--- src/rtl/spi_reg_pkg.sv ---
// Shared encodings and constants for the SPI write-only register bank.
package spi_reg_pkg;

  typedef enum logic [1:0] {
    IDLE    = 2'd0,
    WRITE   = 2'd1,
    DISCARD = 2'd2
  } state_t;

  localparam int         HDR_WR_BIT    = 7;
  localparam logic [7:0] FRAME_LEN_MAX = 8'd255;

endpackage

--- src/rtl/spi_cs_sync.sv ---
// Brings the raw active-low chip select into clk and flags its rising edge (end of frame).
module spi_cs_sync (
  input  logic clk,
  input  logic rst_n,
  input  logic cs,
  output logic cs_rise
);

  // Bit 0 is the first flop; idle-high preset so reset never fakes an edge.
  logic [2:0] sync_reg;

  always_ff @(posedge clk or negedge rst_n) begin
    if (!rst_n) begin
      sync_reg <= 3'b111;
    end else begin
      sync_reg <= {sync_reg[1:0], cs};
    end
  end

  assign cs_rise = ~sync_reg[2] & sync_reg[1];

endmodule

--- src/rtl/spi_reg_bank.sv ---
// Write-only register bank: header byte selects start address, data bytes auto-increment.
module spi_reg_bank
  import spi_reg_pkg::*;
#(
  parameter int NUM_REGS = 16,
  parameter int ADDR_W   = 4
) (
  input  logic                  clk,
  input  logic                  rst_n,
  input  logic [7:0]            rx_data,
  input  logic                  rx_valid,
  input  logic                  cs,
  output logic [NUM_REGS*8-1:0] reg_out,
  output logic                  wr_strobe,
  output logic [ADDR_W-1:0]     wr_addr,
  output logic [7:0]            wr_data,
  output logic                  frame_done,
  output logic [7:0]            frame_len,
  output logic                  frame_err
);

  localparam logic [7:0] NUM_REGS_B = 8'(NUM_REGS);

  state_t            state_reg, state_next;
  logic [ADDR_W-1:0] ptr_reg, ptr_next;
  logic [7:0]        cnt_reg, cnt_next;
  logic              err_reg, err_next;
  logic              cs_rise;
  logic              hdr_ok;
  logic              do_write;
  logic [7:0]        len_capture;
  logic              err_capture;

  spi_cs_sync u_cs_sync (
    .clk     (clk),
    .rst_n   (rst_n),
    .cs      (cs),
    .cs_rise (cs_rise)
  );

  assign hdr_ok = rx_data[HDR_WR_BIT] && ({1'b0, rx_data[6:0]} < NUM_REGS_B);

  always_comb begin
    state_next  = state_reg;
    ptr_next    = ptr_reg;
    cnt_next    = cnt_reg;
    err_next    = err_reg;
    do_write    = 1'b0;
    len_capture = 8'd0;
    err_capture = 1'b0;

    case (state_reg)
      IDLE: begin
        if (rx_valid) begin
          if (hdr_ok) begin
            state_next = WRITE;
            ptr_next   = rx_data[ADDR_W-1:0];
            cnt_next   = 8'd0;
          end else begin
            state_next = DISCARD;
            err_next   = 1'b1;
          end
        end
      end
      WRITE: begin
        if (rx_valid) begin
          do_write = 1'b1;
          ptr_next = ptr_reg + 1'b1;
          cnt_next = (cnt_reg == FRAME_LEN_MAX) ? cnt_reg : cnt_reg + 8'd1;
        end
      end
      default: ;
    endcase

    // A byte coinciding with end of frame is accounted before the frame closes.
    len_capture = cnt_next;
    err_capture = err_next;

    if (cs_rise) begin
      state_next = IDLE;
      cnt_next   = 8'd0;
      err_next   = 1'b0;
    end
  end

  always_ff @(posedge clk or negedge rst_n) begin
    if (!rst_n) begin
      state_reg  <= IDLE;
      ptr_reg    <= '0;
      cnt_reg    <= 8'd0;
      err_reg    <= 1'b0;
      wr_strobe  <= 1'b0;
      wr_addr    <= '0;
      wr_data    <= 8'd0;
      frame_done <= 1'b0;
      frame_len  <= 8'd0;
      frame_err  <= 1'b0;
    end else begin
      state_reg  <= state_next;
      ptr_reg    <= ptr_next;
      cnt_reg    <= cnt_next;
      err_reg    <= err_next;
      wr_strobe  <= do_write;
      frame_done <= cs_rise;
      frame_err  <= cs_rise & err_capture;
      if (do_write) begin
        wr_addr <= ptr_reg;
        wr_data <= rx_data;
      end
      if (cs_rise) begin
        frame_len <= len_capture;
      end
    end
  end

  genvar gi;
  generate
    for (gi = 0; gi < NUM_REGS; gi++) begin : g_regs
      logic [7:0] data_reg;

      always_ff @(posedge clk or negedge rst_n) begin
        if (!rst_n) begin
          data_reg <= 8'd0;
        end else if (do_write && (ptr_reg == ADDR_W'(gi))) begin
          data_reg <= rx_data;
        end
      end

      assign reg_out[gi*8 +: 8] = data_reg;
    end
  endgenerate

endmodule

--- config.mk ---
export PLATFORM = sky130hd
export DESIGN_NAME = spi_reg_bank
export DESIGN_NICKNAME = d
export VERILOG_FILES = /design/src/rtl/spi_reg_pkg.sv /design/src/rtl/spi_cs_sync.sv /design/src/rtl/spi_reg_bank.sv
export SDC_FILE = /design/constraint.sdc
export NUM_CORES = 1
export LEC_CHECK = 0
export ABC_AREA = 0
export CORE_ASPECT_RATIO = 0.9
export CORE_MARGIN = 2
export CORE_UTILIZATION = 50
export DETAILED_ROUTE_END_ITERATION = 10
export PLACE_DENSITY = 0.86
export SLEW_MARGIN = 20
export SYNTH_ARGS = -nofsm -noshare
export SYNTH_HDL_FRONTEND = slang
export SYNTH_HIERARCHICAL = 1
export SYNTH_SLANG_ARGS = --single-unit
export TNS_END_PERCENT = 5
--- constraint.sdc ---
create_clock -name clk -period 2.6 [get_ports clk]
set_input_delay 0.78 -clock clk [delete_from_list [all_inputs] [get_ports clk]]
set_output_delay 0.78 -clock clk [all_outputs]
set_load 0.02 [all_outputs]
### Yosys cells after proc, flatten, opt, wreduce, memory -nomap -nowiden

Cells that the tools add are included.

* mux-type cells: 20
* eq/ne operators: 20
* add/subtract/negate cells: 2
* reduce and logical (&&, ||, !) cells: 24
* bitwise operators: 3
* $lt $le $gt $ge: 1

Operators with widths (number)
* two-way mux 8 bit: 5
* equality test 4 bit (second input constant): 8
* logical AND 1 bit: 17
* equality test 4 x 3 -> 1 bit (second input constant): 4
* case mux 8 bit (2 select lines): 1
* two-way mux 4 bit: 3
* adder 8 x 1 -> 8 bit (second input constant): 1
* equality test 4 x 2 -> 1 bit (second input constant): 2
* equality test 8 bit (second input constant): 1
* two-way mux 2 bit: 4
* case mux 4 bit (2 select lines): 1
* less-than comparator 7 x 5 -> 1 bit (second input constant): 1
* two-way mux 1 bit: 6
* != test 2 bit (second input constant): 3
* nonzero test 2 bit: 3
* adder 4 x 1 -> 4 bit (second input constant): 1
* equality test 4 x 1 -> 1 bit (second input constant): 1
* zero test 4 bit: 1
* AND reduction 4 bit: 1
* AND 1 bit: 2
* equality test 2 x 1 -> 1 bit (second input constant): 1
* zero test 2 bit: 1
* AND reduction 2 bit: 1
* inverter 1 bit: 1

* output and inout bits: 151
* logic and storage cells: 97
* bits in registers: 169

### Longest topological paths before layout

Gate-level depths: netlist of run 1.

* depth after elaboration: 6
* mapped depth: 7

### Cells and area by module

Netlist of run 1, hierarchy kept.

Modules (own cells, without submodules)
* spi_reg_bank: cells each 466, area an instance 6750.2 um2, instances 1
* spi_cs_sync: cells each 4, area an instance 92.6 um2, instances 1

### Worst setup path before layout of run 1

No wires, ideal clock.

* path kind: input to register
* start: input port rx_data[7]
* end: register frame_len[0]
* stages on the path: 5
* buffers on the path: 1
* setup slack: 0.655 ns
* arrival: 1.808 ns
* setup time: 0.137 ns
* cell sequence: clkbuf_1 -> or4b_1 -> o21ai_0 -> mux2_2 -> a21oi_1

* word-level cells in the longest chain between the ends: 4

RTL lines
* from (decl): RTL line spi_reg_bank.sv:10 `input logic [7:0] rx_data,`
* logical AND 1 bit: RTL line spi_reg_bank.sv:41 `assign hdr_ok = rx_data[HDR_WR_BIT] && ({1'b0, rx_data[6:0]} < NUM_REGS_B);`
* two-way mux 8 bit: RTL line spi_reg_bank.sv:55 `if (hdr_ok) begin`
* two-way mux 8 bit: RTL line spi_reg_bank.sv:54 `if (rx_valid) begin`
* case mux 8 bit (2 select lines): RTL line spi_reg_bank.sv:52 `case (state_reg)`
* to (signal assigned): RTL line spi_reg_bank.sv:111 `frame_len <= len_capture;`
* to (decl): RTL line spi_reg_bank.sv:18 `output logic [7:0] frame_len,`

Every way passes these cells.
A chain may end at the register's enable or synchronous reset.

### Worst setup path in the final report of run 1

* start: register g_regs[3].data_reg[6]
* end: output port reg_out[30]

RTL lines
* from (decl): RTL line spi_reg_bank.sv:119 `logic [7:0] data_reg;`
* from (signal assigned): RTL line spi_reg_bank.sv:125 `data_reg <= rx_data;`
* to (decl): RTL line spi_reg_bank.sv:13 `output logic [NUM_REGS*8-1:0] reg_out,`

No word-level cell between the ends.

==> results of run 1 <==
## how the worst min path moves through the flow
stage                          start                     end  slack (ps)  cells after the start
2_1_floorplan  u_cs_sync/sync_reg[0]   u_cs_sync/sync_reg[1]         350                      0
3_3_place_gp   u_cs_sync/sync_reg[0]   u_cs_sync/sync_reg[1]         350                      0
3_5_place_dp   u_cs_sync/sync_reg[0]   u_cs_sync/sync_reg[1]         350                      0
4_1_cts                        rst_n  g_regs[14].data_reg[7]         350                      1
5_1_grt        u_cs_sync/sync_reg[0]   u_cs_sync/sync_reg[1]         360                      0
6_report                       rst_n  g_regs[12].data_reg[0]         340                      1
## cells by family after synthesis
| logic type | count (synthesis) | share of synthesized area [%] |
|---|---|---|
| muxes | 132 | 23.0 |
| DFF | 169 | 61.9 |
| buffers and inverters | 29 | 2.19 |
| and+or+nand+nor | 98 | 8.61 |
| AOI/OAI and AO/OA | 37 | 3.42 |
| adders and majority gates | 5 | 0.914 |
## synth_stat cells, types with 2 or more instances
library cell  number
nor2b_1            2
or3_1              2
mux2_2           105
dfrtp_1          166
clkbuf_1          13
nand2_2            7
nand2_8            3
a31oi_1            5
nor2_2             2
a21oi_1           11
buf_4              5
mux2i_1            2
o221a_2            2
inv_1              4
a211oi_1           2
o21ai_0            7
dfstp_2            3
nor2_1            22
buf_1              2
mux2_4            24
and2_1             4
ha_1               5
nand3_1            3
o211ai_1           4
nand4_1            2
nand2_1           34
and3_1             4
nand4b_1           2
## power by group
| group | switching (mW) | total [mW] | internal (mW) |
|---|---|---|---|
| combinational | 0.493 | 0.905 | 0.412 |
| clock | 1.00 | 2.59 | 1.58 |
| sequential | 0.145 | 2.94 | 2.80 |
## placed cells by master, fill, tap and decap left out, drive strengths merged, types with 3 or more instances in the layout
| cell type | netlist | layout |
|---|---|---|
| dfstp | 3 | 3 |
| bufinv | 0 | 3 |
| clkbuf | 14 | 21 |
| clkdlybuf4s50 | 0 | 161 |
| nor2 | 24 | 24 |
| clkinvlp | 0 | 3 |
| a21oi | 11 | 11 |
| and2 | 4 | 4 |
| o211ai | 4 | 4 |
| mux2 | 130 | 130 |
| o21ai | 8 | 8 |
| nor2b | 3 | 3 |
| nand2 | 44 | 44 |
| ha | 5 | 5 |
| dfrtp | 166 | 166 |
| inv | 4 | 4 |
| and3 | 5 | 5 |
| nand3 | 3 | 3 |
| clkinv | 1 | 6 |
| a31oi | 5 | 5 |
| buf | 10 | 28 |
## layer usage
layer / global-route usage [%] / vias up
li1: - / 2021
met5: 0 / -
met4: 9.52 / 0
met3: 5.54 / 26
met2: 39.0 / 145
met1: 31.3 / 2303
## area by class of cell
| class | instances | share of cell area (%) |
|---|---|---|
| Multi-Input combinational cell | 272 | 26.0 |
| Sequential cell | 169 | 44.7 |
| Inverter | 5 | 0.211 |
| Tap cell | 168 | 2.22 |
| Timing Repair Buffer | 189 | 20.5 |
| Clock buffer | 21 | 4.96 |
| Clock inverter | 11 | 1.53 |
## per-stage QoR
step | cell area [µm²] | std cells
final | 9480 | 835
after CTS | 9480 | 835
after detailed placement | 8860 | 803
after global placement | 8860 | 803
after global routing | 9480 | 835
after floorplan | 6840 | 470
==> reports/metrics.csv, run 1 <==
stage,metric,value,unit
routing,vias,4495,
grt,grt_pass1_wl,26300,µm
power,finalPower,6.44,mW
synthesis,yosys_warnings,6,
setup_path,r2r_end,frame_len[0],
final_layout,multiInputGateArea,2460,µm²
min_path,hold_class,in2async,
power,power_density,679,nW/µm²
clock_network,cts.repair.resized,0,
final_layout,area_growth,38.5,%
clock_network,clock_sink_count,169,
setup_path,cpMaxStageDelayCell,clkdlybuf4s50_1,
clock_network,root_buffer,clkbuf_16,
floorplan,die_x,127,µm
grt,first_global_vias,4739,
placed_design,port_buffers,162,
floorplan,io_pins,163,
clock_network,htreeDepth,4,
setup_path,critPathMaxStageDelay,670,ps
setup_path,worst_setup_path_end_kind,primary output,
placed_design,gp_congestion,0.838,
setup_path,startpoint,g_regs[3].data_reg[6],
clock_network,cts_tree,yes,
floorplan,die_y,115,µm
setup_path,crit_fanout,2,
routing,drtIter0Drc,291,
clock_network,clockBufferDepth,2,
routing,viasPerCell,5.38,
synthesis,synth-seq-cells,169,
synthesis,yosysTopAreaCell,dfrtp_1,
power,cellLeakagePower,4.55,nW
grt,grt.overflow.total,0,
routing,met1Wirelength,7290,µm
routing,wl,16700,µm
routing,wl_met3,914,µm
final_layout,drive_gt1_share,32.2,%
power,ir_drop,0.450,mV
setup_path,cp_cell_sequence,clkdlybuf4s50_1,
final_layout,post-route-util,70.9,%
synthesis,yosysSeqAreaShare,61.9,%
sta,worst_pin_slew,580,ps
setup_path,start_kind,flip-flop,
sta,skew,5.96,ps
final_layout,fin_nets,671,
placed_design,place_ws,-50.1,ps
clock_network,clk-insertion-delay-late,420,ps
synthesis,synth.distinct_cells,51,
sta,setup_tns,0,ps
setup_path,r2r_cells,5,
setup_path,path_class,reg2out,
synthesis,syn_nets,487,
setup_path,required,1820,ps
routing,met2_length,8260,µm
synthesis,synthCells,470,
floorplan,initial_core_util,51.2,%
final_layout,diodes,0,
placed_design,dp.final_hpwl,11600,µm
clock_network,clkSlewWorstSetupHoldPaths,60,ps
synthesis,syn-cell-area,6840,µm²
sta,hold_viol,0,
clock_network,hold_buffers,0,
sta,relSlewSlack,61.4,%
final_layout,seq_area,4230,µm²
clock_network,post_cts_buffers,0,
job,cap_violations,0,
routing,drt_pass1_iterations,4,
floorplan,core_area,13400,µm²
setup_path,cp.arrival,1440,ps
setup_path,path_depth,1,
setup_path,path_delay_family,buffers and inverters,
floorplan,die_area,14600,µm²
synthesis,syn-mean-instance-area,14.6,µm²
sta,worst_slack,377,ps
sta,fmax,450,MHz
sta,rsz0062_at_grt,false,
sta,period_needed,2220,ps
sta,holdWs,338,ps
routing,top_layer,met4,
sta,drv_slew,0,
synthesis,synthArstFlopShare,100,%
synthesis,synth_area_leaders,"dfrtp_1, mux2_2, mux2_4, nand2_1, nor2_1",
clock_network,cts_buffers,17,
setup_path,endpoint,reg_out[30],
setup_path,r2r_start,cnt_reg[0],
floorplan,row_count,40,
synthesis,synth_edf_count,0,
sta,setup_violations,0,
status,status,finished clean,
grt,antenna_found_initial,0,
sta,period_share,85.5,%
setup_path,r2r_setup_slack,670,ps
routing,drc,0,
grt,track_usage,23.9,%
synthesis,synthFlopType,dfrtp_1,
grt,grt_start_max_net_pins,63,
routing,postRouteAntennaNets,0,
synthesis,synth_top_area_share,60.7,%
routing,wire_per_inst,20.1,µm
final_layout,fillers,897,
setup_path,crit_buf_inv,1,
final_layout,largest_register_ffs,128,
No activity file was read; power rests on OpenSTA's default activity.
==> run 2: changes to the inputs <==
--- a/config.mk
+++ b/config.mk
@@ -11,5 +11,6 @@
 export CORE_UTILIZATION = 50
 export DETAILED_ROUTE_END_ITERATION = 10
-export PLACE_DENSITY = 0.86
+export PLACE_DENSITY = 0.8
+export SKIP_LAST_GASP = 1
 export SLEW_MARGIN = 20
 export SYNTH_ARGS = -nofsm -noshare
==> constraint.sdc (replaced) <==
create_clock -name clk -period 2.6 [get_ports clk]
set_input_delay 0.52 -clock clk [delete_from_list [all_inputs] [get_ports clk]]
set_output_delay 0.52 -clock clk [all_outputs]
set_load 0.02 [all_outputs]
==> reports/metrics.csv, run 2 (synthesized netlist as in run 1, its figures left out) <==
stage,metric,value,unit,change
status,status,finished clean,,unchanged
placed_design,gp_congestion,0.880,,was 0.838
final_layout,largest_register_ffs,128,,unchanged
routing,postRouteAntennaNets,0,,unchanged
setup_path,path_depth,5,,was 1
clock_network,clk-insertion-delay-late,430,ps,was 420 ps
power,p_clk_share,41.6,%,was 40.2%
placed_design,placed_cells_incl_taps,791,,was 803
final_layout,instances_no_fill,821,,was 835
routing,wl,16400,µm,was 16700 µm
floorplan,row_count,40,,unchanged
sta,setup_tns,0,ps,unchanged
final_layout,area_growth,36.3,%,was 38.5%
final_layout,mostFrequentLayoutCells,"dfrtp_1, clkdlybuf4s50_1, mux2_2",,unchanged
power,ir_drop,0.539,mV,was 0.450 mV
sta,hold_viol,0,,unchanged
routing,viasPerCell,5.40,,was 5.38
grt,grt_start_max_net_pins,66,,was 63
floorplan,initial_core_util,51.2,%,unchanged
sta,worst_slack,498,ps,was 377 ps
clock_network,clock_sink_count,169,,unchanged
sta,rsz0062_at_grt,false,,unchanged
routing,drt_pass1_iterations,4,,unchanged
power,p_sw,1.61,mW,was 1.64 mW
sta,setup_violations,0,,unchanged
floorplan,die_y,115,µm,unchanged
placed_design,port_buffers,162,,unchanged
setup_path,cp.arrival,2410,ps,was 1440 ps
floorplan,die_area,14600,µm²,unchanged
grt,grt_pass1_wl,25800,µm,was 26300 µm
sta,drv_slew,0,,unchanged
power,p_comb_share,13.6,%,was 14.1%
setup_path,crit_fanout,8,,was 2
setup_path,start_kind,primary input,,was flip-flop
final_layout,diodes,0,,unchanged
sta,fmax,476,MHz,was 450 MHz
grt,track_usage,23.4,%,was 23.9%
routing,vias,4433,,was 4495
clock_network,cts.repair.resized,0,,unchanged
clock_network,cts_buffers,17,,unchanged
setup_path,cp_cell_sequence,"clkdlybuf4s50_1, nand4b_1, nor2_1, and2_1, mux2_2",,was clkdlybuf4s50_1
final_layout,final_common_cell,dfrtp_1,,unchanged
setup_path,required,2910,ps,was 1820 ps
job,cap_violations,0,,unchanged
power,p_int,4.95,mW,was 4.79 mW
grt,antenna_found_initial,0,,unchanged
sta,period_share,80.9,%,was 85.5%
routing,drtIter0Drc,182,,was 291
power,cellLeakagePower,4.49,nW,was 4.55 nW
floorplan,die_x,127,µm,unchanged
min_path,hold_class,in2async,,unchanged
routing,wire_per_inst,20.0,µm,was 20.1 µm
setup_path,critPathMaxStageDelay,610,ps,was 670 ps
setup_path,path_class,in2reg,,was reg2out
power,seq_power_share,44.8,%,was 45.7%
final_layout,fin_nets,659,,was 671
power,netSwitchingFraction,24.6,%,was 25.5%
power,power_density,704,nW/µm²,was 679 nW/µm²
clock_network,clkSlewWorstSetupHoldPaths,60,ps,about the same
setup_path,crit_buf_inv,1,,unchanged
setup_path,worst_setup_path_end_kind,flip-flop,,was primary output
sta,relSlewSlack,57.9,%,was 61.4%
clock_network,htreeDepth,4,,unchanged
setup_path,path_delay_family,simple AND/OR/NAND/NOR gates,,was buffers and inverters
final_layout,fillers,906,,was 897
sta,skew,8.62,ps,was 5.96 ps
setup_path,r2r_cells,4,,was 5
final_layout,drive_gt1_share,30.9,%,was 32.2%
sta,period_needed,2100,ps,was 2220 ps
grt,first_global_vias,4662,,was 4739
clock_network,clockBufferDepth,2,,unchanged
clock_network,post_cts_buffers,0,,unchanged
placed_design,place_ws,56.9,ps,was -50.1 ps
routing,drc,0,,unchanged
power,finalPower,6.56,mW,was 6.44 mW
setup_path,cpMaxStageDelayCell,clkdlybuf4s50_1,,unchanged
clock_network,root_buffer,clkbuf_16,,unchanged
placed_design,dp.final_hpwl,11300,µm,was 11600 µm
grt,grt.overflow.total,0,,unchanged
clock_network,cts_tree,yes,,unchanged
floorplan,core_area,13400,µm²,unchanged
clock_network,hold_buffers,0,,unchanged
sta,worst_pin_slew,631,ps,was 580 ps
floorplan,io_pins,163,,unchanged
[run 2: cell count changes in the layout (fill, tap and decap cells not counted)]
cell / change
buf_12: -7
buf_4: -5
clkbuf_8: +3
clkinv_4: -2
clkinvlp_4: -2
bufinv_16: +1
clkbuf_1: -1
clkinv_2: -1
[run 2: final cells by class]
cell class / instances / area [µm²] / area share (%)
clock buffers: 23 / 508 / 5.45
clock inverters: 7 / 138 / 1.48
inverters: 5 / 20.0 / 0.215
multi-input cells: 272 / 2460 / 26.4
flip-flops and latches: 169 / 4230 / 45.4
well taps: 168 / 210 / 2.25
repair buffers: 177 / 1760 / 18.9
[run 2: worst paths after layout]
check | from | endpoint | slack [ps]
setup / recovery | rx_valid | g_regs[8].data_reg[6] | 500
hold / removal | rst_n | g_regs[14].data_reg[1] | 90
setup reg to reg | ptr_reg[0] | g_regs[8].data_reg[6] | 620
hold reg to reg | u_cs_sync/sync_reg[0] | u_cs_sync/sync_reg[1] | 360
max in group asynchronous | rst_n | u_cs_sync/sync_reg[2] | 1790
min in group clk | u_cs_sync/sync_reg[0] | u_cs_sync/sync_reg[1] | 360
[run 2: metrics by stage]
step	hold slack [ps]	area, µm²	utilization (%)
6_report	88.4	9330	69.8
5_1_grt	138	9330	69.8
4_1_cts	108	9330	69.8
3_5_place_dp	352	8680	65.0
3_3_place_gp	347	8680	65.0
2_1_floorplan	224	6840	-
[run 2: routing by layer]
| metal | up-vias | global-route usage [%] | part of all wire, % |
|---|---|---|---|
| met3 | 23 | 5.86 | 5.4 |
| li1 | 1985 | - | - |
| met2 | 141 | 36.7 | 47 |
| met1 | 2284 | 32.4 | 46 |
| met4 | 0 | 8.06 | 1.6 |
| met5 | - | 0 | 0 |
[run 2: worst register-to-register path, stage by stage (launching register included)]
cell and delay [ps]:
dfrtp_1 440, inv_1 160, ha_1 410, and2_1 470, mux2_2 390
[run 2: power groups by stage]
stage | sequential, mW | clock, mW | combinational, mW
after floorplan | 3.11 | 0 | 0.288
after global placement | 2.98 | 0 | 0.879
after detailed placement | 2.99 | 0 | 0.897
after CTS | 2.94 | 2.76 | 0.903
after global routing | 2.96 | 2.87 | 0.953
final | 2.94 | 2.73 | 0.893
==> run 3: changes to the inputs <==
- clock period: 2.6 -> 2.2 ns (I/O delays scaled with it)
==> reports/metrics.csv, run 3 (synthesized netlist as in run 1, its figures left out) <==
stage,metric,value,unit,change
power,power_density,788,nW/µm²,was 704 nW/µm²
setup_path,path_class,reg2reg,,was in2reg
setup_path,crit_fanout,8,,unchanged
routing,wl,16400,µm,about the same
clock_network,clk-insertion-delay-late,420,ps,was 430 ps
floorplan,die_area,14600,µm²,unchanged
power,cellLeakagePower,4.52,nW,was 4.49 nW
setup_path,worst_setup_path_end_kind,flip-flop,,unchanged
setup_path,required,2510,ps,was 2910 ps
status,status,finished clean,,unchanged
clock_network,root_buffer,clkbuf_16,,unchanged
grt,met2_usage,38.4,%,was 36.7%
power,ir_drop,0.608,mV,was 0.539 mV
final_layout,mostFrequentLayoutCells,"dfrtp_1, clkdlybuf4s50_1, mux2_2",,unchanged
routing,postRouteAntennaNets,0,,unchanged
routing,wire_per_inst,19.6,µm,was 20.0 µm
sta,fmax,533,MHz,
grt,track_usage,23.7,%,was 23.4%
floorplan,die_x,127,µm,unchanged
final_layout,instances_no_fill,833,,was 821
final_layout,largest_register_ffs,128,,unchanged
routing,drc,0,,unchanged
floorplan,core_area,13400,µm²,unchanged
sta,setup_violations,0,,unchanged
routing,drtIter0Drc,232,,was 182
sta,relSlewSlack,66.3,%,was 57.9%
grt,antenna_found_initial,0,,unchanged
routing,drt_pass1_iterations,4,,unchanged
routing,vias,4454,,was 4433
grt,grt_use_met3,6.56,%,was 5.86%
sta,period_share,85.4,%,
placed_design,dp.final_hpwl,11400,µm,was 11300 µm
clock_network,cts_tree,yes,,unchanged
clock_network,cts_buffers,17,,unchanged
clock_network,clock_sink_count,169,,unchanged
sta,drv_slew,0,,unchanged
floorplan,row_count,40,,unchanged
final_layout,diodes,0,,unchanged
routing,viasPerCell,5.35,,was 5.40
sta,holdWs,356,ps,was 88.4 ps
floorplan,die_y,115,µm,unchanged
final_layout,drive_gt1_share,31.7,%,was 30.9%
final_layout,design_area,9370,µm²,was 9330 µm²
sta,skew,10.3,ps,was 8.62 ps
placed_design,port_buffers,162,,unchanged
floorplan,io_pins,163,,unchanged
grt,use_met1,32.1,%,was 32.4%
placed_design,gp_congestion,0.896,,was 0.880
grt,busiest_layer,met2,,unchanged
setup_path,start_kind,flip-flop,,was primary input
min_path,hold_class,reg2reg,,was in2async
setup_path,cp.arrival,2180,ps,was 2410 ps
sta,worst_pin_slew,503,ps,was 631 ps
clock_network,post_cts_buffers,0,,unchanged
grt,grt.overflow.total,0,,unchanged
placed_design,placed_cells_incl_taps,802,,was 791
final_layout,area_growth,37.0,%,was 36.3%
grt,first_global_vias,4687,,was 4662
placed_design,placed_area,8800,µm²,was 8680 µm²
grt,grt_pass1_wl,26200,µm,was 25800 µm
sta,hold_viol,0,,unchanged
power,finalPower,7.39,mW,was 6.56 mW
final_layout,final_common_cell,dfrtp_1,,unchanged
final_layout,fillers,919,,was 906
sta,period_needed,1880,ps,
floorplan,initial_core_util,51.2,%,unchanged
sta,rsz0062_at_grt,false,,unchanged
final_layout,fin_nets,671,,was 659
clock_network,clkSlewWorstSetupHoldPaths,60,ps,about the same
clock_network,htreeDepth,4,,unchanged
clock_network,clockBufferDepth,2,,unchanged
job,cap_violations,0,,unchanged
grt,grt_start_max_net_pins,55,,was 66
run 3: cell types whose count changed in the layout (fill, tap and decap cells not counted), moves of 2 or more:
cell,before,now
buf_12,2,5
clkbuf_1,0,2
clkbuf_8,6,2
clkinv_2,3,6
buf_4,13,21
bufinv_16,4,2
run 3: where the power goes:
group	switching (mW)	total, mW	internal, mW
Clock	1.15	2.85	1.71
Sequential	0.174	3.48	3.31
Combinational	0.572	1.06	0.484
Total	1.89	7.39	5.50
run 3: worst max-delay path: stages (launching register included):
cell	delay, ps
dfrtp_1	450
inv_1	150
ha_1	460
and2_1	240
buf_12	130
mux2_2	330
run 3: final timing paths:
path                                  startpoint                    end  slack [ps]  cells past startpoint
max                                   ptr_reg[0]  g_regs[8].data_reg[7]         320                      5
min                        u_cs_sync/sync_reg[0]  u_cs_sync/sync_reg[1]         360                      0
max reg2reg                           ptr_reg[0]  g_regs[8].data_reg[7]         320                      5
min reg2reg                u_cs_sync/sync_reg[0]  u_cs_sync/sync_reg[1]         360                      0
max in group asynchronous                  rst_n  u_cs_sync/sync_reg[0]         960                      3
min in group asynchronous                  rst_n  g_regs[6].data_reg[6]         520                      2
run 3: metal layers:
| layer | vias to the layer above | routed length (µm) |
|---|---|---|
| li1 | 2003 | - |
| met1 | 2289 | 7340 |
| met2 | 148 | 7900 |
| met3 | 14 | 978 |
| met4 | 0 | 146 |
| met5 | - | 0 |
run 3: what timing repair did:
item | 4_1_cts | 5_1_grt
gates resized for setup | 0 | 1
endpoints found under the hold margin | 42 | 0
hold buffers | 1 | 0
setup endpoints to repair | 0 | 1
run 3: stage by stage:
stage                     util (%)  setup WS, ps  setup TNS [ps]
final                         70.1           322               0
after global routing          70.1           180               0
after CTS                     70.1           190               0
after detailed placement      65.9         -74.2           -3460
after global placement        65.9         -25.7            -144
after floorplan                  -           550               0
run 3: final cells by class:
cell class | count | area, µm² | share of cell area, %
Clock buffer | 21 | 460 | 4.91
Sequential cell | 169 | 4230 | 45.2
Inverter | 5 | 20.0 | 0.214
Timing Repair Buffer | 189 | 1890 | 20.2
Clock inverter | 9 | 100 | 1.07
Multi-Input combinational cell | 272 | 2460 | 26.2
Tap cell | 168 | 210 | 2.24
